<file path="src/rtl/key_note_encoder_if.sv">
// Key/note bundle between board keys, encoder and the tone/display path.
interface key_note_encoder_if;
  logic [6:0] keys;
  logic [2:0] note;
  logic       note_change;
  logic [6:0] held;

  modport master (
    input  keys,
    output note,
    output note_change,
    output held
  );

  modport slave (
    output keys,
    input  note,
    input  note_change,
    input  held
  );
endinterface

</file>
<file path="src/rtl/key_note_encoder.sv">
// Seven-key sync/debounce front end producing the 3-bit note code.
// Define LAST_PRESS_EN for last-press priority instead of lowest-index.
module key_note_encoder #(
  parameter int DEBOUNCE_CYCLES = 500000,
  parameter int CNT_W           = 20
) (
  input  logic              clk,
  input  logic              rst_n,
  key_note_encoder_if.master bus
);

  localparam logic [CNT_W-1:0] CntMax = CNT_W'(DEBOUNCE_CYCLES - 1);

  logic [6:0]       sync1_q;
  logic [6:0]       sync2_q;
  logic [6:0]       stable_q;
  logic [6:0]       stable_d;
  logic [CNT_W-1:0] cnt_q [7];
  logic [CNT_W-1:0] cnt_d [7];
  logic [2:0]       note_q;
  logic [2:0]       note_d;
  logic             chg_q;
  logic             chg_d;
  logic [2:0]       sel;

  function automatic logic [2:0] lowest(input logic [6:0] v);
    logic [2:0] r;
    r = 3'd0;
    for (int i = 6; i >= 0; i--) begin
      if (v[i]) r = 3'(i + 1);
    end
    return r;
  endfunction

  always_comb begin
    stable_d = stable_q;
    for (int i = 0; i < 7; i++) begin
      cnt_d[i] = '0;
      if (sync2_q[i] != stable_q[i]) begin
        if (cnt_q[i] == CntMax) stable_d[i] = sync2_q[i];
        else                    cnt_d[i]    = cnt_q[i] + 1'b1;
      end
    end
  end

`ifdef LAST_PRESS_EN
  logic [2:0] last_q;
  logic [2:0] last_d;
  logic [6:0] press;
  logic [6:0] rel;

  // Only the release of the current winner moves the selection.
  always_comb begin
    press  = stable_d & ~stable_q;
    rel    = stable_q & ~stable_d;
    last_d = last_q;
    if (|press) begin
      last_d = lowest(press);
    end else if (last_q != 3'd0) begin
      if (rel[last_q - 3'd1]) last_d = lowest(stable_d);
    end
  end

  always_ff @(posedge clk or negedge rst_n) begin
    if (!rst_n) last_q <= 3'd0;
    else        last_q <= last_d;
  end

  assign sel = last_q;
`else
  assign sel = lowest(stable_q);
`endif

  assign note_d = sel;
  assign chg_d  = (sel != note_q);

  always_ff @(posedge clk or negedge rst_n) begin
    if (!rst_n) begin
      sync1_q  <= '0;
      sync2_q  <= '0;
      stable_q <= '0;
      note_q   <= '0;
      chg_q    <= 1'b0;
      for (int i = 0; i < 7; i++) cnt_q[i] <= '0;
    end else begin
      sync1_q  <= bus.keys;
      sync2_q  <= sync1_q;
      stable_q <= stable_d;
      note_q   <= note_d;
      chg_q    <= chg_d;
      for (int i = 0; i < 7; i++) cnt_q[i] <= cnt_d[i];
    end
  end

  assign bus.held        = stable_q;
  assign bus.note        = note_q;
  assign bus.note_change = chg_q;

endmodule
</file>
<file path="src/flat_wrapper.sv">
// flat-port wrapper written by rule: the top's interface ports become plain ports
module key_note_encoder_flat 
#(
  parameter int DEBOUNCE_CYCLES = 500000,
  parameter int CNT_W           = 20
)
  (clk, rst_n, bus_keys, bus_note, bus_note_change, bus_held);
  key_note_encoder_if bus_i ();
  input  logic clk;
  input  logic rst_n;
  input wire logic [$bits(bus_i.keys)-1:0] bus_keys;
  output wire logic [$bits(bus_i.note)-1:0] bus_note;
  output wire logic [$bits(bus_i.note_change)-1:0] bus_note_change;
  output wire logic [$bits(bus_i.held)-1:0] bus_held;
  assign bus_i.keys = bus_keys;
  assign bus_note = bus_i.note;
  assign bus_note_change = bus_i.note_change;
  assign bus_held = bus_i.held;
  key_note_encoder #(.DEBOUNCE_CYCLES(DEBOUNCE_CYCLES), .CNT_W(CNT_W)) u_core (.clk(clk), .rst_n(rst_n), .bus(bus_i));
endmodule
</file>
<file path="config.mk">
export PLATFORM = sky130hd
export DESIGN_NAME = key_note_encoder_flat
export DESIGN_NICKNAME = d
export VERILOG_FILES = /design/src/rtl/key_note_encoder_if.sv /design/src/rtl/key_note_encoder.sv /design/src/flat_wrapper.sv
export SDC_FILE = /design/constraint.sdc
export NUM_CORES = 1
export LEC_CHECK = 0
export CORE_MARGIN = 5
export CORE_UTILIZATION = 56
export DETAILED_ROUTE_END_ITERATION = 8
export PLACE_DENSITY = 0.87
export SYNTH_ARGS = -nofsm -noshare
export SYNTH_HDL_FRONTEND = slang
export SYNTH_SLANG_ARGS = --single-unit
</file>
<file path="constraint.sdc">
create_clock -name clk -period 1.66 [get_ports clk]
set_input_delay 0.166 -clock clk [delete_from_list [all_inputs] [get_ports clk]]
set_output_delay 0.166 -clock clk [all_outputs]
set_load 0.005 [all_outputs]
</file>
# After elaboration in Yosys (flattened, before gate mapping)

Cells that the tools add are included.

Bits in registers: 165
Bits in latches: 0
Memory bits (writable): 0
ROM bits: 0
Bits of input ports: 9
Output and inout bits: 11
Word-level logic and storage cells: 68
Memories kept: 0

Add/sub/neg operators: 7
$mul: 0
Divide/modulo/power cells: 0
Order comparisons: 0
Eq/ne operators: 15
Shifts and indexed selects: 0
Muxes and demuxes: 21
Bitwise gates (word level): 0
Reduce and logical (&&, ||, !) cells: 7

Operators with widths:

| cell                                             | number |
|---|---|
| two-way mux 20 bit                               | 14 |
| adder 20 x 1 -> 20 bit (second input constant)   | 7 |
| == test 20 x 19 -> 1 bit (second input constant) | 7 |
| two-way mux 3 bit                                | 7 |
| AND reduction 2 bit                              | 7 |
| inequality test 1 bit                            | 7 |
| inequality test 3 bit                            | 1 |

# Depth between registers and ports, before layout

Gate-level depths: netlist of run 1.

Word-level depth: 8
Depth in mapped cells: 7
Depth with buffers taken out: 6

# Worst setup path before layout of run 1

Ideal clock, no wire load.

Path kind: register to register
From: register u_core.cnt_q[100] (netlist name)
To: register u_core.cnt_q[118] (netlist name)
Setup time: 0.119 ns
Data arrival time: 1.602 ns
Required time: 1.541 ns
Slack: -0.061 ns
Stages on the path, launching flop included: 8
Path buffers: 2
Period minus slack after synthesis: 1.721 ns
Cells stage by stage: dfrtp_1 ha_1 nand4_1 nor4_1 or2_2 buf_2 buf_4 nor2_1

RTL lines:

| what            | line                   | source |
|---|---|---|
| start, declared | key_note_encoder.sv:18 | `logic [CNT_W-1:0] cnt_q [7];` |

==> results.md, run 1 <==
- Cell row count: 42
- Vias in the first global route: 6002
- Largest delay contributor family on the critical path: simple AND/OR/NAND/NOR gates
- Cell Pwr Density: 862 nW/um^2
- Hold depth: 1
- First-pass detailed-route iteration total: 7
- Reg2Reg Launch Point: u_core.cnt_q[61]$_DFF_PN0_
- WS Path Type: flop to flop
- Yosys warnings: 0
- Max H-tree Level: 4
- Horiz. Die Dim: 126 um
- Main synth FF type: dfrtp_1
- First-pass GRT wire length: 28.8 mm
- Final HPWL DP: 10.2 mm
- Post-Place Cells: 1023
- Asr flop ratio synth: 100%
- CTS Root Buffer Type: clkbuf_16
- Slowest stage cell, crit path: nor4_4
- Final Cycle Share: 108%
- Actual slew at the worst max-slew pin: 0.500 ns
- Grt ovf: 0
- CTS buffer count: 17
- Post-synthesis cell count: 754
- EDFF count, synth: 0
- Minimum clock period: 1.79 ns
- Hold Crit Endpoint: u_core.sync1_q[1]$_DFF_PN0_
- Worst relative slew slack: 66.4%
- # IOs: 20
- Worst vdd ir: 902 uV
- Post-route ant nets: 0
- Reg2Reg Depth: 6
- Maxcap violations: 0
- Worst R2R End: u_core.cnt_q[70]$_DFF_PN0_
- Vias per cell: 5.79
- Synthesized flop and latch total: 165
- Initial Util: 57.3%
- Final Slew Violations: 0
- Net count of the finished layout: 907
- R2R setup slack: -0.13 ns
- Non-filler cells, final: 1080
- CTS tree: yes
- Largest stage delay, worst path: 0.41 ns
- Largest cells by area after synthesis: dfrtp_1 54%, nor2_1 8.7%, xnor2_1 8.4%, xor2_1 7.3%, nand3_1 3.5%
- Leak pwr: 4.42 nW
- Most frequent cell after synthesis: nor2_1
- Top cell type's share of synthesized area: 54.4%
- Yosys top cell by area: dfrtp_1
- CP Max Fanout: 5
- Clk_skew: 0.00867 ns
- Largest net degree at the start of global routing: 51
- Die Footprint: 16000 um^2
- N_diodes: 0
- Post-route setup slack: -0.133 ns
- Die H: 126 um
- Status: complete, but fails checks
- Final hold violation count: 0
- Routed len/inst: 19.5 um
- Worst path bufs/invs: 1
- WP data arrival: 2.11 ns
- WL final: 21.1 mm
- Worst hold path class: input pin to flop
- GPL Wtd Cong: 0.803
- Commonest cells post-synth: 175 x nor2_1, 165 x dfrtp_1, 73 x xnor2_1
- HP Start: bus_keys[1]
- Failing checks: negative setup slack
- Area Overhead vs Synth: 35.9%
- Tot GR Track Use: 22.1%
- Core area: 13200 um^2
- Synth unique cells: 33
- Max Fclk: 0.558 GHz
- Cell area after synthesis: 7590 um^2
- Unrepaired setup endpoints after global routing: yes
- Final setup viols: 110
- Clock Latency Late Sink: 0.44 ns
- Post-synthesis sequential area ratio: 54.4%
- Clock slew at reported path FFs: 0.06 ns
- Layout cells sized above 1: 30.6%
- # DRC: 0
- Worst path cell trace: ha_2 > nand4_1 > nor4_4 > or2_4 > clkbuf_16 > nor2_1
- Data required time of the worst path: 1.98 ns
- Via count: 6250
- Clock tree sinks: 165
- Mapped Nets: 770
- Startpoint type of the worst setup path: flop
- Syn_area_per_cell: 10.1 um^2
- First DRT Iteration DRCs: 600
- Port Buffers: 19
- Setup TNS: -8.32 ns
- Critical Path Sink Type: flop
- Initial antenna violation count: 0
- Pre-CTS WS: -0.0998 ns
- Clock Path Buffers: 2
## cell type report
class / count / area [um^2]
clock inverters: 12 / 178
multi-input cells: 552 / 3930
fillers: 736 / 2930
clock buffers: 20 / 457
inverters: 23 / 86.3
flip-flops and latches: 165 / 4140
well taps: 176 / 220
repair buffers: 132 / 1310
## per-layer routing
metal	GRT usage, %	part of all wire, %
met1	27.4	40
met2	38.0	54
met3	5.67	4.0
met4	7.19	2.0
met5	0	0
## worst max-delay path by stage
stage	start	to	slack, ns	cells after the start
CTS	u_core.cnt_q[131]$_DFF_PN0_	u_core.cnt_q[136]$_DFF_PN0_	-0.07	4
detailed placement	u_core.cnt_q[0]$_DFF_PN0_	u_core.cnt_q[16]$_DFF_PN0_	-0.1	7
finish	u_core.cnt_q[61]$_DFF_PN0_	u_core.cnt_q[70]$_DFF_PN0_	-0.13	6
global route	u_core.cnt_q[21]$_DFF_PN0_	u_core.cnt_q[31]$_DFF_PN0_	-0.19	7
global placement	u_core.cnt_q[0]$_DFF_PN0_	u_core.cnt_q[2]$_DFF_PN0_	-0.06	7
floorplan	u_core.cnt_q[131]$_DFF_PN0_	u_core.cnt_q[126]$_DFF_PN0_	-0.02	5
## registers in the layout, indices dropped and copies added (netlist names)
| signal | count |
|---|---|
| u_core.cnt_q | 140 |
| u_core.bus.note | 3 |
| u_core.bus.note_change | 1 |
| u_core.bus.held | 7 |
| u_core.sync1_q | 7 |
| u_core.sync2_q | 7 |
## power by group
| group | internal [mW] | switching (mW) | total [mW] |
|---|---|---|---|
| Clock | 2.60 | 1.67 | 4.27 |
| Combinational | 0.222 | 0.275 | 0.496 |
| Sequential | 4.08 | 0.0495 | 4.13 |
## per-stage QoR
stage               hold slack, ns  power (mW)  area, um^2  util, %
floorplan                   -0.130        4.34        7650        -
global placement             0.108        4.54        8750     66.0
detailed placement           0.111        4.56        8750     66.0
CTS                          0.155        8.78        9510     71.8
global route                 0.148        9.17       10300     77.9
finish                       0.166        8.89       10300     77.9
## logic make-up (layout without fill, tap and decap cells)
kind of cell | Yosys count | after routing | share of synthesized area [%]
mux | 5 | 5 | 0.742
buf+inv | 38 | 187 | 2.55
fa+ha+maj | 7 | 7 | 1.15
simple gates | 395 | 396 | 24.8
xor+xnor | 136 | 136 | 15.7
compound gates | 8 | 8 | 0.692
flops | 165 | 165 | 54.4
## cells in the final DEF (no fill, tap or decap), types with 24 or more instances in the layout
cell type  count
xnor2_1       71
nor2_1       112
clkbuf_16     24
nand3_1       51
nor2_2        28
nand2_1       49
nand4_1       27
xor2_1        62
nor2_4        35
dfrtp_1      156
buf_4         91
## repair_timing
| item | CTS | global route |
|---|---|---|
| hold buffers | 1 | 0 |
| hold endpoints to repair | 37 | 0 |
| setup endpoints to repair | 116 | 149 |
| pin swaps | 8 | 53 |
| gates resized for setup | 23 | 140 |
| buffers inserted | 3 | 12 |
| cloned | 1 | 9 |
Power figures use the tool's default switching activity.
==> inputs of run 2 (changes only) <==
--- a/config.mk
+++ b/config.mk
@@ -6,9 +6,9 @@
 export NUM_CORES = 1
 export LEC_CHECK = 0
 export CORE_MARGIN = 5
-export CORE_UTILIZATION = 56
+export CORE_UTILIZATION = 50
 export DETAILED_ROUTE_END_ITERATION = 8
-export PLACE_DENSITY = 0.87
+export PLACE_DENSITY = 0.8
 export SYNTH_ARGS = -nofsm -noshare
 export SYNTH_HDL_FRONTEND = slang
 export SYNTH_SLANG_ARGS = --single-unit
==> results.md, run 2 (same netlist as run 1, synthesis figures left out) <==
- Most frequent cells in the layout: 160 x dfrtp_1, 87 x buf_4, 80 x nor2_1, 69 x xnor2_1, 60 x xor2_1
- Max Fclk: 0.541 GHz (-3.1%)
- Reg area: 4140 um^2 (-0.12%)
- Die Footprint: 17700 um^2 (+11%)
- First-pass detailed-route iteration total: 5 (-2)
- Setup TNS: -8.66 ns (-0.337 ns)
- HP Start: bus_keys[5]
- N_diodes: 0 (unchanged)
- Worst vdd ir: 790 uV (-12%)
- Design Area, Final: 10500 um^2 (+2.1%)
- CTS buffer count: 17 (unchanged)
- Initial antenna violation count: 0 (unchanged)
- Leak pwr: 4.36 nW (-1.4%)
- Layout cells sized above 1: 33.4% (+2.8 points)
- Fillers: 949 (+29%)
- Unrepaired setup endpoints after global routing: yes
- Failing checks: negative setup slack
- CP Max Fanout: 5 (unchanged)
- Final Cycle Share: 111% (+3.4 points)
- Area Overhead vs Synth: 38.7%
- Cell Pwr Density: 844 nW/um^2 (-2.1%)
- Horiz. Die Dim: 133 um (+5.4%)
- Initial Util: 50.5% (-6.8 points)
- Critical Path Sink Type: flop
- Power consumption: 8.89 mW (about the same)
- Max H-tree Level: 4 (unchanged)
- Clk_skew: 0.0102 ns (+0.00153 ns)
- Net count of the finished layout: 904 (-0.33%)
- Worst hold path class: input pin to flop
- Routed len/inst: 17.3 um (-11%)
- Die H: 133 um (+5.4%)
- Final core occ: 70.0% (-7.8 points)
- Data required time of the worst path: 1.98 ns (about the same)
- First DRT Iteration DRCs: 331 (-45%)
- Port Buffers: 19 (unchanged)
- Vias per cell: 5.47 (-5.5%)
- Final setup viols: 108 (-1.8%)
- CTS Root Buffer Type: clkbuf_16
- Largest reg by FF count: u_core.cnt_q
- Largest net degree at the start of global routing: 54 (+5.9%)
- Final HPWL DP: 9.77 mm (-4.3%)
- Clock slew at reported path FFs: 0.07 ns (about the same)
- CTS tree: yes
- Pre-CTS WS: -0.116 ns (-0.0166 ns)
- Crit path from: u_core.cnt_q[112]$_DFF_PN0_
- # DRC: 0 (unchanged)
- Grt ovf: 0 (unchanged)
- First-pass GRT wire length: 26.4 mm (-8.3%)
- # IOs: 20 (unchanged)
- WL final: 18.9 mm (-10%)
- Vias in the first global route: 5686 (-5.3%)
- Placed cell area: 8690 um^2 (-0.66%)
- Startpoint type of the worst setup path: flop
- Status: complete, but fails checks
- Clock Path Buffers: 2 (unchanged)
- Clock tree sinks: 165 (unchanged)
- Maxcap violations: 0 (unchanged)
- Minimum clock period: 1.85 ns (+0.0567 ns)
- Clock Latency Late Sink: 0.43 ns (about the same)
- Multi-input gate area: 4130 um^2 (+5.3%)
- Core area: 15000 um^2 (+14%)
- Commonest non-fill, non-tap cell in the layout: dfrtp_1
- Reg2Reg Launch Point: u_core.cnt_q[112]$_DFF_PN0_
- GPL Wtd Cong: 0.789 (-1.7%)
- Final hold violation count: 0 (unchanged)
- Via count: 5953 (-4.8%)
- Tot GR Track Use: 18.0% (-4.1 points)
- Post-route setup slack: -0.190 ns (-0.0567 ns)
- Max FFs per register: 140 (unchanged)
- Post-route ant nets: 0 (unchanged)
- WP data arrival: 2.17 ns (+0.06 ns)
- Worst relative slew slack: 65.0% (-1.4 points)
- Cell row count: 45 (+7.1%)
- Final Slew Violations: 0 (unchanged)
- Actual slew at the worst max-slew pin: 0.525 ns (+0.0246 ns)
- WS Path Type: flop to flop
-- run 2: worst max-delay path, cell delays in order, from the launching register on --
cell and delay (ns):
dfrtp_1 0.42, nor4_2 0.34, nand2_1 0.15, nor4_4 0.35, or2_4 0.25, clkbuf_16 0.17, nor2_2 0.05
-- run 2: worst paths after layout --
| path | endpoint | slack, ns | depth (start not counted) |
|---|---|---|---|
| max in group asynchronous | u_core.cnt_q[125]$_DFF_PN0_ | 0.77 | 3 |
| min reg2reg | u_core.sync2_q[2]$_DFF_PN0_ | 0.34 | 0 |
| max reg2reg | u_core.cnt_q[107]$_DFF_PN0_ | -0.19 | 6 |
| min in group asynchronous | u_core.cnt_q[56]$_DFF_PN0_ | 0.27 | 2 |
| min | u_core.sync1_q[5]$_DFF_PN0_ | 0.17 | 1 |
| max | u_core.cnt_q[107]$_DFF_PN0_ | -0.19 | 6 |
-- run 2: repair_timing --
action / in CTS / in global routing
buffers inserted: 2 / 14
pin swaps: 4 / 78
setup endpoints to repair: 105 / 149
hold endpoints to repair: 48 / 0
resized for setup: 13 / 196
hold buffers: 1 / 0
gates cloned: 1 / 12
-- run 2: stage by stage --
stage,hold slack (ns),cells
global placement,0.156,1027
floorplan,-0.130,754
finish,0.172,1089
detailed placement,0.160,1027
global route,0.163,1089
CTS,0.157,1063
-- run 2: final cells by class --
class	count	area share, %
clock inverters	10	1.62
multi-input cells	552	39.3
repair buffers	129	12.4
inverters	23	0.820
flip-flops and latches	165	39.3
well taps	188	2.23
clock buffers	22	4.41
-- run 2: power breakdown --
group | switching [mW] | internal (mW) | total (mW)
sequential | 0.0471 | 4.08 | 4.13
combinational | 0.288 | 0.229 | 0.517
clock | 1.63 | 2.61 | 4.24
-- run 2: per-layer routing --
metal | track usage, % | wire length [um]
met1 | 23.9 | 7690
met2 | 29.3 | 9930
met3 | 4.80 | 782
met4 | 5.49 | 461
met5 | 0 | 0
==> inputs of run 3 (changes only) <==
--- a/config.mk
+++ b/config.mk
@@ -5,10 +5,12 @@
 export SDC_FILE = /design/constraint.sdc
 export NUM_CORES = 1
 export LEC_CHECK = 0
-export CORE_MARGIN = 5
+export CORE_MARGIN = 3
 export CORE_UTILIZATION = 50
+export CTS_BUF_LIST = sky130_fd_sc_hd__clkbuf_4 sky130_fd_sc_hd__clkbuf_8
 export DETAILED_ROUTE_END_ITERATION = 8
 export PLACE_DENSITY = 0.8
 export SYNTH_ARGS = -nofsm -noshare
 export SYNTH_HDL_FRONTEND = slang
 export SYNTH_SLANG_ARGS = --single-unit
+export TNS_END_PERCENT = 100
==> results.md, run 3 (same netlist as run 1, synthesis figures left out) <==
- Internal: 5.62 mW (-19%)
- GPL Wtd Cong: 0.817 (+3.5%)
- # DRC: 0 (unchanged)
- Tot GR Track Use: 19.2% (+1.2 points)
- Net count of the finished layout: 919 (+1.7%)
- Leak pwr: 4.31 nW (-1.2%)
- Startpoint type of the worst setup path: flop
- Largest reg by FF count: u_core.cnt_q
- Cell Pwr Density: 717 nW/um^2 (-15%)
- # IOs: 20 (unchanged)
- Final HPWL DP: 9.86 mm (+0.94%)
- Maxcap violations: 0 (unchanged)
- Max Fclk: 0.550 GHz (+1.8%)
- Largest net degree at the start of global routing: 53 (-1.9%)
- Failing checks: negative setup slack
- Data required time of the worst path: 2.03 ns (+0.05 ns)
- Worst path cell trace: buf_4 > nand3_1 > nor4_2 > buf_4 > nand3_1 > xor2_2 > nor2_4
- R2R setup slack: -0.16 ns (+0.03 ns)
- CTS Root Buffer Type: clkbuf_8
- Clock Path Buffers: 2 (unchanged)
- Vias per cell: 5.46 (-0.18%)
- Slowest stage cell, crit path: dfrtp_1
- Die Footprint: 16700 um^2 (-5.9%)
- Switch share: 24.7% (+2.5 points)
- Seq pwr share: 55.2% (+8.8 points)
- Max FFs per register: 140 (unchanged)
- Largest stage delay, worst path: 0.38 ns (-0.04 ns)
- Vias in the first global route: 5604 (-1.4%)
- Fillers: 909 (-4.2%)
- Core area: 14700 um^2 (-2.2%)
- Horiz. Die Dim: 129 um (-3.0%)
- Max H-tree Level: 4 (unchanged)
- Clock power frac: 37.6% (-10 points)
- Worst relative slew slack: 66.3% (+1.3 points)
- Grt ovf: 0 (unchanged)
- CP Max Fanout: 5 (unchanged)
- Actual slew at the worst max-slew pin: 0.504 ns (-0.0209 ns)
- Die H: 129 um (-3.0%)
- Minimum clock period: 1.82 ns (-0.0322 ns)
- First DRT Iteration DRCs: 344 (+3.9%)
- Clock tree sinks: 165 (unchanged)
- Via count: 5997 (+0.74%)
- Clk_skew: 0.0171 ns (+0.00691 ns)
- Clock Latency Late Sink: 0.47 ns (+0.04 ns)
- Worst hold path class: input pin to flop
- Initial antenna violation count: 0 (unchanged)
- Routed len/inst: 16.5 um (-4.6%)
- First-pass detailed-route iteration total: 5 (unchanged)
- Pre-CTS WS: -0.0902 ns (+0.0261 ns)
- Unrepaired setup endpoints after global routing: yes
- Post-route ant nets: 0 (unchanged)
- Final hold violation count: 0 (unchanged)
- Status: complete, but fails checks
- Psw: 1.84 mW (-6.4%)
- WP data arrival: 2.18 ns (about the same)
- Combinational Power Share: 7.3% (+1.5 points)
- Clock slew at reported path FFs: 0.10 ns (+0.03 ns)
- Port Buffers: 19 (unchanged)
- Critical Path Sink Type: flop
- Commonest non-fill, non-tap cell in the layout: dfrtp_1
- Final setup viols: 115 (+6.5%)
- Post-route setup slack: -0.157 ns (+0.0322 ns)
- Setup TNS: -7.88 ns (+0.776 ns)
- WL final: 18.2 mm (-3.7%)
- First-pass GRT wire length: 25.7 mm (-2.7%)
- Most frequent cells in the layout: 157 x dfrtp_1, 99 x buf_4, 78 x nor2_1, 71 x xnor2_1, 65 x nor2_4
- CTS buffer count: 17 (unchanged)
- Initial Util: 51.7% (+1.1 points)
- Layout cells sized above 1: 34.6% (+1.2 points)
- N_diodes: 0 (unchanged)
- Power consumption: 7.46 mW (-16%)
- Final Slew Violations: 0 (unchanged)
- Worst vdd ir: 596 uV (-25%)
- WS Path Type: flop to flop
- Final Cycle Share: 109% (-1.9 points)
- Area Overhead vs Synth: 37.1%
- Cell row count: 44 (-2.2%)
- CTS tree: yes
run 3: changes by cell type in the layout (fill, tap and decap cells not counted), sizes merged:
cell    change
buf        +14
bufinv      -3
clkbuf      -1
clkinv      +2
inv         +1
or2         +1
run 3: final timing paths:
| kind | endpoint | startpoint | cells after the start |
|---|---|---|---|
| setup / recovery | u_core.cnt_q[33]$_DFF_PN0_ | u_core.cnt_q[27]$_DFF_PN0_ | 7 |
| hold / removal | u_core.sync1_q[6]$_DFF_PN0_ | bus_keys[6] | 1 |
| setup reg to reg | u_core.cnt_q[33]$_DFF_PN0_ | u_core.cnt_q[27]$_DFF_PN0_ | 7 |
| hold reg to reg | u_core.sync2_q[1]$_DFF_PN0_ | u_core.sync1_q[1]$_DFF_PN0_ | 0 |
| max in group asynchronous | u_core.bus.held[3]$_DFFE_PN0P_ | rst_n | 3 |
| min in group asynchronous | u_core.cnt_q[41]$_DFF_PN0_ | rst_n | 2 |
run 3: power by group through the flow:
stage	Sequential (mW)	Clock, mW	Combinational (mW)
final	4.12	2.80	0.544
after global routing	4.12	3.01	0.591
after CTS	4.11	2.84	0.364
after detailed placement	4.19	0	0.357
after global placement	4.19	0	0.349
after floorplan	4.19	0	0.143
run 3: worst max-delay path: cells and delay by family, from the launching register on:
| family | cells | cell delay (ns) |
|---|---|---|
| XOR/XNOR | 1 | 0.25 |
| flip-flops | 1 | 0.38 |
| buffers and inverters | 2 | 0.33 |
| AND/OR/NAND/NOR | 4 | 0.74 |
run 3: cell type report:
type | count | area [um^2] | share of cell area (%)
Timing Repair Buffer | 143 | 1430 | 13.7
Multi-Input combinational cell | 553 | 4160 | 39.9
Clock buffer | 21 | 277 | 2.66
Tap cell | 184 | 230 | 2.21
Sequential cell | 165 | 4140 | 39.8
Inverter | 23 | 86.3 | 0.829
Clock inverter | 10 | 98.8 | 0.949
run 3: stage by stage:
stage               instances  hold slack [ns]  instance area, um^2  utilization (%)
floorplan                 754           -0.130                 7650                -
global placement         1027           0.0665                 8700             59.2
detailed placement       1027           0.0733                 8700             59.2
CTS                      1063            0.107                 9170             62.4
global route             1099           0.0953                10400             70.8
finish                   1099            0.125                10400             70.8
run 3: per-layer routing:
layer	global-route usage [%]	vias to the layer above	share of wire [%]
met5	0	-	0
met4	7.35	0	2.4
met3	5.28	37	3.8
met2	30.2	170	50
met1	25.5	2982	44
li1	-	2808	-
run 3: what timing repair did:
action                                  4_1_cts  5_1_grt
endpoints found under the setup margin       62      150
pin swaps                                     4       97
hold endpoints to repair                    165        0
setup buffers                                 3       22
hold buffers                                  1        0
gates resized for setup                      14      208
gates cloned                                  1       14
